<file path="src/rtl/ram_bank_pkg.sv">
// Shared types and helpers for the pipelined simple-dual-port RAM bank.
package ram_bank_pkg;

  localparam int MAX_RD_LAT   = 4;
  localparam int MAX_DATA_BIT = 64;
  localparam int MAX_LANES    = 64;

  typedef enum logic {ST_INIT, ST_IDLE} state_t;

  // Callers zero-extend to MAX_DATA_BIT and slice the result back down.
  function automatic logic [MAX_DATA_BIT-1:0] lane_merge(
    input logic [MAX_DATA_BIT-1:0] old_word,
    input logic [MAX_DATA_BIT-1:0] new_word,
    input logic [MAX_LANES-1:0]    be,
    input int                      lane_bit
  );
    logic [MAX_DATA_BIT-1:0] merged;
    merged = old_word;
    for (int i = 0; i < MAX_DATA_BIT; i++) begin
      if (be[i / lane_bit]) merged[i] = new_word[i];
    end
    return merged;
  endfunction

endpackage

</file>
<file path="src/rtl/ram_bank_pipe_rd_pipe.sv">
// Read-result delay line: stage 0 captures the array word, later stages pass it on.
module ram_rd_pipe #(
  parameter int DATA_BIT = 16,
  parameter int RD_LAT   = 1
) (
  input  logic                clk,
  input  logic                rst,
  input  logic                in_valid,
  input  logic [DATA_BIT-1:0] in_data,
  output logic                out_valid,
  output logic [DATA_BIT-1:0] out_data
);

  logic [RD_LAT-1:0]   vld;
  logic [DATA_BIT-1:0] dat [RD_LAT];

  // Data only moves with a valid slot, so bubbles leave the output word holding.
  always_ff @(posedge clk) begin
    if (rst) begin
      vld <= '0;
      for (int i = 0; i < RD_LAT; i++) dat[i] <= '0;
    end else begin
      vld[0] <= in_valid;
      if (in_valid) dat[0] <= in_data;
      for (int i = 1; i < RD_LAT; i++) begin
        vld[i] <= vld[i-1];
        if (vld[i-1]) dat[i] <= dat[i-1];
      end
    end
  end

  assign out_valid = vld[RD_LAT-1];
  assign out_data  = dat[RD_LAT-1];

endmodule

</file>
<file path="src/rtl/ram_bank_pipe.sv">
// Simple-dual-port RAM bank with byte-lane writes, pipelined reads and a post-reset zero sweep.
module ram_bank_pipe
  import ram_bank_pkg::*;
#(
  parameter int ADDR_BIT    = 3,
  parameter int DATA_BIT    = 16,
  parameter int MEM_HEIGHT  = 8,
  parameter int LANE_BIT    = 8,
  parameter int RD_LAT      = 1,
  parameter int WR_FIRST    = 1,
  parameter int INIT_ON_RST = 1
) (
  input  logic                         clk,
  input  logic                         rst,
  input  logic                         en,
  input  logic                         we,
  input  logic [DATA_BIT/LANE_BIT-1:0] be,
  input  logic [ADDR_BIT-1:0]          addr_w,
  input  logic [DATA_BIT-1:0]          d_w,
  input  logic                         re,
  input  logic [ADDR_BIT-1:0]          addr_r,
  output logic [DATA_BIT-1:0]          d_r,
  output logic                         rd_valid,
  output logic                         busy
);

  if (DATA_BIT % LANE_BIT != 0) begin : g_err_lane
    $error("ram_bank_pipe: DATA_BIT must be a multiple of LANE_BIT");
  end
  if (RD_LAT < 1 || RD_LAT > MAX_RD_LAT) begin : g_err_lat
    $error("ram_bank_pipe: RD_LAT must be in 1..4");
  end
  if (MEM_HEIGHT < 1 || MEM_HEIGHT > (1 << ADDR_BIT)) begin : g_err_height
    $error("ram_bank_pipe: MEM_HEIGHT must be in 1..2**ADDR_BIT");
  end
  if (DATA_BIT > MAX_DATA_BIT) begin : g_err_width
    $error("ram_bank_pipe: DATA_BIT exceeds MAX_DATA_BIT");
  end

  localparam logic [ADDR_BIT-1:0] LAST_ADDR = ADDR_BIT'(MEM_HEIGHT - 1);
  localparam logic [ADDR_BIT:0]   HEIGHT_X  = (ADDR_BIT+1)'(MEM_HEIGHT);

  state_t                  state, state_nxt;
  logic [ADDR_BIT-1:0]     cnt, cnt_nxt;
  logic [DATA_BIT-1:0]     mem [MEM_HEIGHT];
  logic                    w_in_range, r_in_range, wr_ok, rd_ok;
  logic [DATA_BIT-1:0]     old_w, wr_word, rd_word;
  logic [MAX_DATA_BIT-1:0] merged_full;

  assign busy = (state == ST_INIT);

  always_comb begin
    state_nxt = state;
    cnt_nxt   = cnt;
    case (state)
      ST_INIT: begin
        cnt_nxt = cnt + 1'b1;
        if (cnt == LAST_ADDR) begin
          state_nxt = ST_IDLE;
          cnt_nxt   = '0;
        end
      end
      default: ;
    endcase
  end

  always_ff @(posedge clk) begin
    if (rst) begin
      state <= (INIT_ON_RST != 0) ? ST_INIT : ST_IDLE;
      cnt   <= '0;
    end else begin
      state <= state_nxt;
      cnt   <= cnt_nxt;
    end
  end

  // Range checks carry one extra bit so MEM_HEIGHT == 2**ADDR_BIT compares correctly.
  assign w_in_range = ({1'b0, addr_w} < HEIGHT_X);
  assign r_in_range = ({1'b0, addr_r} < HEIGHT_X);
  assign wr_ok      = en & we & ~busy & ~rst & w_in_range;
  assign rd_ok      = en & re & ~busy & ~rst;

  always_comb begin
    old_w = '0;
    if (w_in_range) old_w = mem[addr_w];
    merged_full = lane_merge(MAX_DATA_BIT'(old_w), MAX_DATA_BIT'(d_w),
                             MAX_LANES'(be), LANE_BIT);
    wr_word = merged_full[DATA_BIT-1:0];
  end

  // Write-first collisions forward the merged word; out-of-range reads return zero.
  always_comb begin
    rd_word = '0;
    if (r_in_range) begin
      if (WR_FIRST != 0 && wr_ok && addr_w == addr_r) rd_word = wr_word;
      else                                           rd_word = mem[addr_r];
    end
  end

  always_ff @(posedge clk) begin
    if (!rst) begin
      if (busy)       mem[cnt]    <= '0;
      else if (wr_ok) mem[addr_w] <= wr_word;
    end
  end

  ram_rd_pipe #(
    .DATA_BIT (DATA_BIT),
    .RD_LAT   (RD_LAT)
  ) u_rd_pipe (
    .clk       (clk),
    .rst       (rst),
    .in_valid  (rd_ok),
    .in_data   (rd_word),
    .out_valid (rd_valid),
    .out_data  (d_r)
  );

endmodule

</file>
<file path="config.mk">
export PLATFORM = sky130hd
export DESIGN_NAME = ram_bank_pipe
export DESIGN_NICKNAME = d
export VERILOG_FILES = /design/src/rtl/ram_bank_pkg.sv /design/src/rtl/ram_bank_pipe_rd_pipe.sv /design/src/rtl/ram_bank_pipe.sv
export SDC_FILE = /design/constraint.sdc
export NUM_CORES = 1
export LEC_CHECK = 0
export CAP_MARGIN = 30
export CORE_ASPECT_RATIO = 1.2
export CORE_MARGIN = 4
export CORE_UTILIZATION = 45
export CTS_CLUSTER_SIZE = 30
export DETAILED_ROUTE_END_ITERATION = 8
export MAX_ROUTING_LAYER = met4
export SLEW_MARGIN = 30
export SYNTH_ARGS = -nofsm -noshare
export SYNTH_HDL_FRONTEND = slang
export SYNTH_HIERARCHICAL = 1
export SYNTH_SLANG_ARGS = --single-unit
</file>
<file path="constraint.sdc">
create_clock -name clk -period 4.18 [get_ports clk]
set_input_delay 0.836 -clock clk [delete_from_list [all_inputs] [get_ports clk]]
set_output_delay 0.836 -clock clk [all_outputs]
set_load 0.01 [all_outputs]
</file>
==> results.md, run 1 <==
Timing:
- The count of endpoints failing hold in the final timing report was 0.
- The upper clock frequency limit is between 0.3 and 0.4 GHz.
- In the final timing run, aggregate negative setup slack is 0 ns.
- Setup repair after global routing left no endpoint under its margin.
- The final critical-path required period is between 2 and 3 ns.
- The actual transition at the worst max-transition pin is approximately 0.90 ns.
- The final count of negative-setup-slack endpoints is 0.
- Headroom to the max-slew limit came out at 40.0%.
- The share of the cycle needed by the critical path after routing is about two thirds.
- On the final layout, the worst clock skew is ~0.0077 ns.
- The count of final max-slew check failures is 0.

Route:
- The count of unresolved DRC violations after routing is 0.
- The initial DRC count is ~260.
- The first TritonRoute pass finished after 4 iterations.
- For this block, the via count after detailed routing is 4378.
- The remaining antenna violation count after routing is 0.
- After detailed routing, the total wire length is approximately 18000 um.
- The routed wire length per instance is 24.1 um.
- The via density per instance is about 6.

Logic synthesis:
- The number of storage elements in the synthesis netlist is between 100 and 150.
- The netlist uses 33 different library cells.
- When the netlist entered floorplanning its net count stood at around 510.
- The gate count after technology mapping is 475.
- The summed instance area of the synthesized netlist is between 7000 and 8000 sq um.
- The warning count from the yosys run is 6.
- The share of synthesized area occupied by flip-flops and latches is about three fifths.
- After synthesis, the mean cell area works out to about 16 sq um.

Layout:
- The filler cells instantiated in the layout total about 1400.
- For this run, the post-layout net count is around 560.
- From synthesis to final layout, the design area changed by 16.6%.
- For this run, the share of the core covered by cells in the final layout is a little over half.
- The repair_antennas step left the layout with diodes totalling 0.
- Of the cells placed in the final design, the portion with a size suffix greater than 1 is a little under a fifth.

Global routing:
- The number of global-route vias before repair is around 4600.
- The first-pass GRT wire length is approximately 27000 um.
- The initial antenna violation count was 0.
- The overflow left after global routing is 0.
- For this run, the total global-route usage over all layers was measured as 20.4%.
- The pin count of the biggest net entering global routing is 39.

Clock network:
- The count of H-tree levels built during CTS is 4.
- The post-cts repair resize count is 0.
- The root buffer cell chosen for the clock tree is sky130_fd_sc_hd__clkbuf_16.
- TritonCTS built the clock tree.
- Clock-pin slew was measured on the worst setup and hold paths at ~0.060 ns.
- The number of sinks on the clock net is 149.
- The longest clock path from root to sink contains 2 buffers.
- Buffers inserted during clock tree synthesis total 17.
- For the worst-skew pair, the clock arrives at the later sink with an insertion delay of ~0.42 ns.
- In this run the post-CTS setup repair buffer count came out at 0.
- Buffers inserted to repair hold after CTS numbered 0.

Pwr:
- The design draws about 0.0036 W.
- The worst voltage drop across the vdd grid is just under 0.0003 V.
- The cell leakage power is approximately 3.2 nW.
- The total power divided by cell area is 416 nW/um^2.

Critical path:
- STA puts the critical path data arrival time at between 2 and 3 ns.
- The worst path required time is ~4.3 ns.
- The critical setup path kind is primary input to flop.
- The largest fanout on the critical path is 10.
- The type of destination of the critical path is a flop.
- The critical path startpoint category is a primary input.

Floorplanning:
- The number of rows in the core area is 51.
- The number of top-level pins is 47.
- The floorplan step set the die height to 149 um.
- The die is around 130 um wide.
- In this run the standard cell core region covers 16200 sq um.
- The starting utilization of the core area is about 46%.
- The floorplan step defined a die boundary enclosing about 19000 sq um.

Hold path:
- The class of the tightest hold or removal check is flop to flop.

Run status:
- The run finished with clean final reports.

Placement:
- After legalization and detailed placement, the total HPWL measured around 11000 um.
- The total of buffers placed on input and output ports is 46.
- The last weighted congestion value of the routability-driven placer is just under 0.8.

Run:
- Across the run, the number of max-cap violations was 0.
state kept, by name, indices dropped and copies added (netlist names):
name,cells
cnt,3
u_rd_pipe/dat,16
mem,128
state,1
u_rd_pipe/out_valid,1
placed cells by master, fill, tap and decap left out, types with 2 or more instances in the layout:
master | netlist | final
sky130_fd_sc_hd__a211oi_1 | 3 | 3
sky130_fd_sc_hd__a211oi_2 | 13 | 13
sky130_fd_sc_hd__a21oi_1 | 17 | 17
sky130_fd_sc_hd__a22o_1 | 32 | 32
sky130_fd_sc_hd__and3b_1 | 16 | 16
sky130_fd_sc_hd__buf_4 | 6 | 23
sky130_fd_sc_hd__bufinv_16 | 0 | 4
sky130_fd_sc_hd__clkbuf_1 | 6 | 2
sky130_fd_sc_hd__clkbuf_16 | 0 | 17
sky130_fd_sc_hd__clkdlybuf4s50_1 | 0 | 44
sky130_fd_sc_hd__clkinv_2 | 0 | 3
sky130_fd_sc_hd__clkinv_4 | 0 | 3
sky130_fd_sc_hd__dfxtp_1 | 5 | 5
sky130_fd_sc_hd__edfxtp_1 | 144 | 144
sky130_fd_sc_hd__ha_1 | 2 | 2
sky130_fd_sc_hd__mux2i_1 | 68 | 68
sky130_fd_sc_hd__mux4_2 | 32 | 32
sky130_fd_sc_hd__nand2_1 | 19 | 19
sky130_fd_sc_hd__nor2_1 | 31 | 31
sky130_fd_sc_hd__nor2b_1 | 21 | 21
sky130_fd_sc_hd__nor3_1 | 2 | 2
sky130_fd_sc_hd__o21ai_0 | 3 | 3
sky130_fd_sc_hd__o31a_1 | 16 | 16
sky130_fd_sc_hd__xor2_1 | 3 | 3
cells in the mapped netlist:
master,number,area share [%]
sky130_fd_sc_hd__a211oi_1,3,0.30
sky130_fd_sc_hd__a211oi_2,13,2.2
sky130_fd_sc_hd__a21o_1,1,0.10
sky130_fd_sc_hd__a21oi_1,17,1.1
sky130_fd_sc_hd__a22o_1,32,3.8
sky130_fd_sc_hd__a31oi_1,1,0.084
sky130_fd_sc_hd__and2_1,1,0.084
sky130_fd_sc_hd__and3b_1,16,1.9
sky130_fd_sc_hd__buf_1,2,0.10
sky130_fd_sc_hd__buf_12,4,1.1
sky130_fd_sc_hd__buf_2,15,1.0
sky130_fd_sc_hd__buf_4,6,0.61
sky130_fd_sc_hd__buf_6,5,0.76
sky130_fd_sc_hd__clkbuf_1,6,0.30
sky130_fd_sc_hd__dfxtp_1,5,1.3
sky130_fd_sc_hd__edfxtp_1,144,58
sky130_fd_sc_hd__ha_1,2,0.34
sky130_fd_sc_hd__inv_1,1,0.050
sky130_fd_sc_hd__mux2i_1,68,9.2
sky130_fd_sc_hd__mux4_2,32,9.7
sky130_fd_sc_hd__nand2_1,19,0.96
sky130_fd_sc_hd__nand2b_1,1,0.084
sky130_fd_sc_hd__nand4_1,1,0.084
sky130_fd_sc_hd__nand4b_1,1,0.12
sky130_fd_sc_hd__nand4b_2,1,0.20
sky130_fd_sc_hd__nor2_1,31,1.6
sky130_fd_sc_hd__nor2b_1,21,1.8
sky130_fd_sc_hd__nor3_1,2,0.13
sky130_fd_sc_hd__nor4_4,1,0.29
sky130_fd_sc_hd__o21ai_0,3,0.20
sky130_fd_sc_hd__o31a_1,16,1.9
sky130_fd_sc_hd__or2_1,1,0.084
sky130_fd_sc_hd__xor2_1,3,0.35
per-layer routing:
layer  track usage, %  wire (um)  part of all wire [%]
met5                -          0                     0
met4             7.97        323                   1.8
met3             3.30       1150                   6.4
met2             34.1       9240                    51
met1             25.1       7350                    41
cells by family after synthesis:
logic type	count (synthesis)	synth area share, %
flops	149	59.6
mux	100	18.9
simple gates	96	7.26
compound gates	86	9.69
buf+inv	39	3.91
xor+xnor	3	0.354
fa+ha+maj	2	0.337
report_power, final:
part           internal (W)  total [W]  switching (W)
combinational      0.000156   0.000327       0.000171
sequential          0.00166    0.00168      0.0000201
clock              0.000998    0.00159       0.000595
through the flow:
| stage | setup WS [ns] | hold WS [ns] | std cells | cell area, sq um |
|---|---|---|---|---|
| 2_1_floorplan | 1.47 | 0.531 | 475 | 7430 |
| 3_3_place_gp | 0.977 | 0.567 | 718 | 8040 |
| 3_5_place_dp | 0.924 | 0.583 | 718 | 8040 |
| 4_1_cts | 1.36 | 0.595 | 750 | 8660 |
| 5_1_grt | 1.26 | 0.636 | 750 | 8660 |
| 6_report | 1.37 | 0.597 | 750 | 8660 |
critical path: stages:
cell and delay [ns]:
sky130_fd_sc_hd__clkdlybuf4s50_1 0.55, sky130_fd_sc_hd__and2_1 0.42, sky130_fd_sc_hd__buf_4 0.28, sky130_fd_sc_hd__a22o_1 0.21
sky130_fd_sc_hd__o31a_1 0.29, sky130_fd_sc_hd__nor2_1 0.38
final cells by class:
cell class / count / area (sq um) / share of cell area, %
multi-input combinational: 287 / 2710 / 31.3
sequential: 149 / 4420 / 51.1
timing repair buffer: 69 / 638 / 7.37
inverter: 1 / 3.75 / 0.0434
tap: 212 / 265 / 3.06
clock buffer: 19 / 433 / 5.00
clock inverter: 13 / 181 / 2.10
worst paths after layout:
path | start | endpoint | slack [ns] | cells past startpoint
worst max-delay path | addr_w[2] | mem[1][15] | 1.37 | 6
worst min-delay path | cnt[1] | cnt[1] | 0.60 | 2
worst max register to register | state | u_rd_pipe/dat[0][9] | 1.94 | 4
worst min register to register | cnt[1] | cnt[1] | 0.60 | 2
No activity file was read; power rests on OpenSTA's default activity.
==> run 2: changes to the inputs <==
Clock period 4.18 ns to 2.76 ns, I/O delays scaled along.
==> run 2 against run 1 <==
Compared with the run above: register-to-register slack worse by 1.3 ns; wire length is 0.18% higher; worst hold slack worse by 0.013 ns; critical endpoint is now mem[0][7]; total power is 49% higher; clock-buffer cell count is 2 lower; largest cell class unchanged; die area stayed put; cell area is 2.8% higher.
==> results.md, run 2 (synthesized netlist as in run 1, its figures left out) <==
Clock network:
- TritonCTS created 17 clock buffers.
- For the worst-skew pair, the clock arrives at the later sink with an insertion delay of 0.43 ns.
- The post-cts repair resize count is 0.
- The clock-pin slew on the worst setup and hold paths is approximately 0.07 ns.
- Hold repair after CTS inserted 0 buffers.
- The number of buffers between clock root and the deepest sink is 2.
- The number of post-CTS setup repair buffers is 0.
- The number of sinks on the clock net is roughly 150.
- TritonCTS built the clock tree.
- The root buffer selected by CTS is sky130_fd_sc_hd__clkbuf_16.
- CTS built an H-tree with a depth of 4.

Timing:
- The count of endpoints failing hold in the final timing report is 0.
- The final hold slack is around 0.58 ns.
- For the finished layout, the period the worst path requires is ~2.2 ns.
- The count of final max-slew check failures was 0.
- Setup repair after global routing left no endpoint under its margin.
- On the final layout, the worst clock skew is roughly 0.011 ns.
- At the pin with the least slew margin, the transition time is between 0.6 and 0.7 ns.
- The worst-case headroom to the max-slew limit is a little over half.
- In the finished design, the share of the clock period the worst path needs comes to about four fifths.
- The final count of negative-setup-slack endpoints is 0.
- Derived from the worst setup path, the maximum achievable clock frequency is roughly 0.45 GHz.
- Summed over all failing endpoints, the final setup total negative slack is 0 ns.

Critical path:
- The cell family contributing the most delay on the critical path is buffers and inverters.
- The critical path startpoint category is a primary input.
- The minimum setup slack among reg-to-reg paths is around 0.64 ns.
- The critical path starts at addr_w[2].
- The arrival time at the worst endpoint is around 2.4 ns.
- The worst path required time is roughly 3 ns.
- The number of cell instances on the worst register-to-register path is 6.
- In this run the critical register-to-register path is launched from state.
- The destination of the worst register-to-register timing path is mem[1][4].
- Of all nets on the critical path, the largest fanout is 10.
- The end point of the critical path is mem[0][7].
- The signal on the critical path passes through clkdlybuf4s50_1 -> nor2b_1 -> buf_4 -> a22o_1 -> o31a_1 -> nor2_1.
- The type of destination of the critical path is a flop.
- In this design, the stage delay of the slowest critical-path cell is ~0.51 ns.
- The critical path runs through a total of 6 cells.
- The critical setup path kind is primary input to flop.
- The slowest stage of the critical path is the sky130_fd_sc_hd__clkdlybuf4s50_1 cell.
- Together, buffers and inverters on the worst path number 2.

Placement:
- Summed over all nets, the half-perimeter wirelength after detailed placement is approximately 11000 um.
- The total of buffers placed on input and output ports is 46.
- The number of instances in the placed design is 733.
- The post-placement cell area is about 8300 sq um.
- The last weighted congestion value of the routability-driven placer is 0.770.

Route:
- The first detailed-routing pass took 6 iterations.
- The via density per instance is 5.91.
- After detailed routing, the number of remaining DRC violations is 0.
- The detailed router placed about 4500 vias in this run.
- Dividing the detail-routed wire length by the instance count gives around 24 um.
- The remaining antenna violation count after routing is 0.
- The initial DRC count is between 300 and 400.
- For this block, the routed nets add up to approximately 18000 um of wire.

Global routing:
- Global routing used a little over a quarter of the available met1 tracks.
- Entering global routing, the biggest net connects 34 pins.
- For met3 alone, demand over resource in global routing was under 10%.
- Global routing used between 20% and 30% of the available tracks.
- For this run, global-route usage on met2 was measured as 33.6%.
- The layer flagged by global routing as most heavily used is met2.
- The overflow left after global routing is 0.
- The number of global-route vias before repair is 4739.
- The initial antenna violation count is 0.
- The first-pass GRT wire length is about 28000 um.

Run status:
- The run finished with clean final reports.

Floorplanning:
- After floorplanning, the core was sized to cover between 15000 and 20000 sq um.
- The number of top-level pins is 47.
- In this run the vertical extent of the chip is roughly 150 um.
- The initial utilization of the core area, before any placement, comes to a little under half.
- The die span in x is between 100 and 150 um.
- Row generation in the floorplan step produced 51 rows.
- The die covers 18600 sq um.

Layout:
- The footprint of the flip-flops and latches is 4420 sq um.
- The layout-stage area growth over the synthesis result is 19.9%.
- Cells with a size suffix above 1 make up about a fifth of the layout.
- The final cell count without fillers is about 770.
- The end-of-flow core utilization is ~55%.
- The antenna diode count is 0.
- In the final layout, the registers with the most flip-flops are mem (128), u_rd_pipe/dat (16), cnt (3).
- The top cell types in the final layout, fill and taps aside, are 144 x sky130_fd_sc_hd__edfxtp_1, 68 x sky130_fd_sc_hd__mux2i_1, 44 x sky130_fd_sc_hd__clkdlybuf4s50_1.
- The number of flip-flops under the largest register name is ~130.
- Leaving out fill and tap cells, the most frequent cell in the layout is sky130_fd_sc_hd__edfxtp_1.
- The footprint of the multi-input gates is 2710 sq um.
- The layout net count is around 570.
- The filler cells instantiated in the layout total between 1000 and 1500.
- The design area is between 8000 and 9000 sq um.
- The register with the most flip-flops is mem.

Pwr:
- The cell leakage power is ~3.3 nW.
- The total power divided by cell area is ~600 nW/um^2.
- IR analysis of the VDD net gives a maximum drop of 0.000480 V.

Hold path:
- The start point of the worst min-delay path is cnt[1].
- The worst hold path belongs to the class flop to flop.

Run:
- The max-cap violation count is 0.
## run 2: cell count changes in the layout (fill, tap and decap cells not counted)
cell	before	now
sky130_fd_sc_hd__clkinvlp_4	1	8
sky130_fd_sc_hd__buf_4	23	25
sky130_fd_sc_hd__inv_8	0	1
sky130_fd_sc_hd__clkbuf_1	2	0
sky130_fd_sc_hd__clkinv_4	3	1
sky130_fd_sc_hd__bufinv_16	4	2
sky130_fd_sc_hd__buf_12	1	14
sky130_fd_sc_hd__clkinv_2	3	1
## run 2: metrics by stage
stage               setup slack, ns  power (W)
floorplan                     0.333    0.00293
global placement              0.140    0.00313
detailed placement            0.113    0.00314
CTS                           0.536    0.00539
global route                  0.391    0.00554
finish                        0.528    0.00536
## run 2: where the power goes
group	switching (W)	total, W	internal, W
Sequential	0.0000305	0.00255	0.00252
Clock	0.000938	0.00227	0.00133
Combinational	0.000269	0.000536	0.000267
Total	0.00124	0.00536	0.00412
## run 2: worst min-delay path by stage
stage          endpoint  cells past startpoint
6_report         cnt[1]                      2
5_1_grt          cnt[2]                      2
4_1_cts          cnt[1]                      2
3_5_place_dp     cnt[1]                      2
3_3_place_gp     cnt[1]                      2
2_1_floorplan    cnt[0]                      2
## run 2: worst register-to-register path: stages, from the launching register on
cell and delay [ns]:
sky130_fd_sc_hd__dfxtp_1 0.55, sky130_fd_sc_hd__nand4b_2 0.27, sky130_fd_sc_hd__buf_4 0.25, sky130_fd_sc_hd__o21ai_0 0.09, sky130_fd_sc_hd__o21ai_0 0.14, sky130_fd_sc_hd__nor2_1 0.19, sky130_fd_sc_hd__buf_4 0.29
## run 2: area by class of cell
type                    count  area share [%]
well taps                 212            2.98
flip-flops and latches    149            49.7
inverters                   1          0.0422
multi-input cells         287            30.5
clock inverters            15            1.77
repair buffers             84            10.3
clock buffers              17            4.78
## run 2: layer usage
layer  vias to the layer above  routed length (um)  part of all wire (%)
li1                       2036                   -                     -
met1                      2315                7780                    43
met2                       136                9010                    50
met3                        35                 886                   4.9
met4                         0                 416                   2.3
met5                         -                   0                     0
==> patch: new RTL, flow settings as in run 2 <==
Register the input `we` before use, without a reset. The logic sees it one clock later. The other inputs are not delayed to match.
--- a/src/rtl/ram_bank_pipe.sv
+++ b/src/rtl/ram_bank_pipe.sv
@@ -23,6 +23,12 @@
   output logic                         rd_valid,
   output logic                         busy
 );
+
+  logic we_q;
+
+  always_ff @(posedge clk) begin
+    we_q <= we;
+  end
 
   if (DATA_BIT % LANE_BIT != 0) begin : g_err_lane
     $error("ram_bank_pipe: DATA_BIT must be a multiple of LANE_BIT");
@@ -77,7 +83,7 @@
   // Range checks carry one extra bit so MEM_HEIGHT == 2**ADDR_BIT compares correctly.
   assign w_in_range = ({1'b0, addr_w} < HEIGHT_X);
   assign r_in_range = ({1'b0, addr_r} < HEIGHT_X);
-  assign wr_ok      = en & we & ~busy & ~rst & w_in_range;
+  assign wr_ok      = en & we_q & ~busy & ~rst & w_in_range;
   assign rd_ok      = en & re & ~busy & ~rst;
 
   always_comb begin
Function: changed (Yosys sat finds a counterexample within 10 cycles, from zero or initial values and one cycle with rst high).
==> patch against run 2 <==
Final cell count is the same; power increased by 2.0%; area after synthesis grew 0.32%; final area rose by 0.48%; sequential cell count up 1; synthesized cell count increased by 0.21%; wire length increased by 0.12%; setup slack improved by 0.022 ns; critical endpoint is now mem[4][5]; largest cell class unchanged; highest routed layer unchanged.
==> patch: results <==
worst_setup_path:
  reg2reg_to: "mem[6][10]"
  arrival_ns: 2.36
  reg2reg_slack_ns: 0.73
  critPathMaxFanout: 16
  r2r_cells: 6
min_path:
  min_path_cells: 1
  hp-start: "we"
  hold_end: "we_q"
  worstHoldPathType: "input port to register"
finish:
  diodes: 0
  nets: 572
sta:
  worst_pin_slew_ns: 0.480
  fin_skew_ns: 0.00916
  hold_slack_ns: 0.593
outcome:
  outcome: "completed"
global_route:
  grt_usage_pct: 20.9
  grt_pass1_wl_um: 28300
  grt_max_degree: 41
  grt_pass1_vias: 4747
power_and_ir_drop:
  p_leak_uw: 0.00336
  switching_share_pct: 22.5
  max-vdd-ir-drop_mv: 0.419
clocking:
  cts_root_buffer: "clkbuf_16"
  path_clk_slew_ns: 0.06
  clk_latency_ns: 0.41
  cts_resized: 0
route:
  wire_per_inst_um: 23.7
  num_vias: 4495
  first_iter_violations: 326
  drt_pass1_iterations: 4
synthesis:
  synth_common_cells: "edfxtp_1 (144), mux2i_1 (68), a22o_1 (32), mux4_2 (32), nor2_1 (30)"
  netlist_top_cells_area: "edfxtp_1 (58%), mux4_2 (9.7%), mux2i_1 (9.1%), a22o_1 (3.8%), a211oi_2 (2.2%)"
  async_flop_share_pct: 0
  yosysWarnings: 6
  synth-edff-count: 144
  ys_seq_area_share_pct: 59.7
  synth_nets: 507
  ys_types: 34
placement:
  place_congestion: 0.795
  hpwl_um: 11200
  port_buffers: 46
patch: cell types whose count changed after synthesis:
cell / change
buf_6: +1
nor2_1: -1
buf_2: -2
buf_1: -1
buf_4: -1
clkbuf_1: +3
dfxtp_1: +1
nor2_2: +1
patch: kinds of logic after synthesis:
| group | Yosys count | synth area share [%] |
|---|---|---|
| fa+ha+maj | 2 | 0.336 |
| buf+inv | 39 | 3.91 |
| xor+xnor | 3 | 0.353 |
| simple gates | 96 | 7.27 |
| flops | 150 | 59.7 |
| compound gates | 86 | 9.66 |
| mux | 100 | 18.8 |
patch: through the flow:
stage          cells  utilization, %  setup WS [ns]  area, µm²
3_5_place_dp     734            51.3         0.0796       8340
3_3_place_gp     734            51.3          0.154       8340
4_1_cts          765            55.0          0.528       8940
5_1_grt          765            55.0          0.453       8940
6_report         765            55.0          0.549       8940
2_1_floorplan    476               -          0.333       7450
patch: final cells by class:
cell class / count / area (µm²)
Inverter: 1 / 3.75
Fill cell: 1328 / 7330
Tap cell: 212 / 265
Multi-Input combinational cell: 287 / 2710
Timing Repair Buffer: 84 / 913
Clock inverter: 13 / 174
Sequential cell: 150 / 4440
Clock buffer: 18 / 429
patch: worst max-delay path by stage:
| stage | startpoint | end | slack [ns] | cells after the start |
|---|---|---|---|---|
| finish | addr_w[2] | mem[4][5] | 0.55 | 6 |
| global route | addr_w[1] | mem[1][10] | 0.45 | 6 |
| CTS | addr_w[1] | mem[2][10] | 0.53 | 6 |
| detailed placement | addr_w[1] | mem[5][10] | 0.08 | 6 |
| global placement | addr_r[1] | u_rd_pipe/dat[0][3] | 0.15 | 7 |
| floorplan | addr_w[0] | mem[0][0] | 0.33 | 7 |
patch: worst max-delay path, stage by stage:
cell and delay, ns:
clkdlybuf4s50_1 0.52, and2_1 0.24, buf_12 0.17, a22o_1 0.22, o31a_1 0.26, nor2_1 0.39
patch: routing by layer:
metal / up-vias / routed length, µm / GRT usage, %
met2: 164 / 9540 / 34.8
met5: - / 0 / -
met4: 0 / 139 / 6.51
li1: 2037 / - / -
met1: 2284 / 7160 / 26.0
met3: 10 / 1280 / 4.01
patch: power groups by stage:
stage	Clock (µW)	Combinational, µW	Sequential (µW)
after global routing	2520	566	2570
after global placement	0	525	2610
after detailed placement	0	530	2610
final	2370	527	2560
after floorplan	0	341	2610
after CTS	2410	533	2560
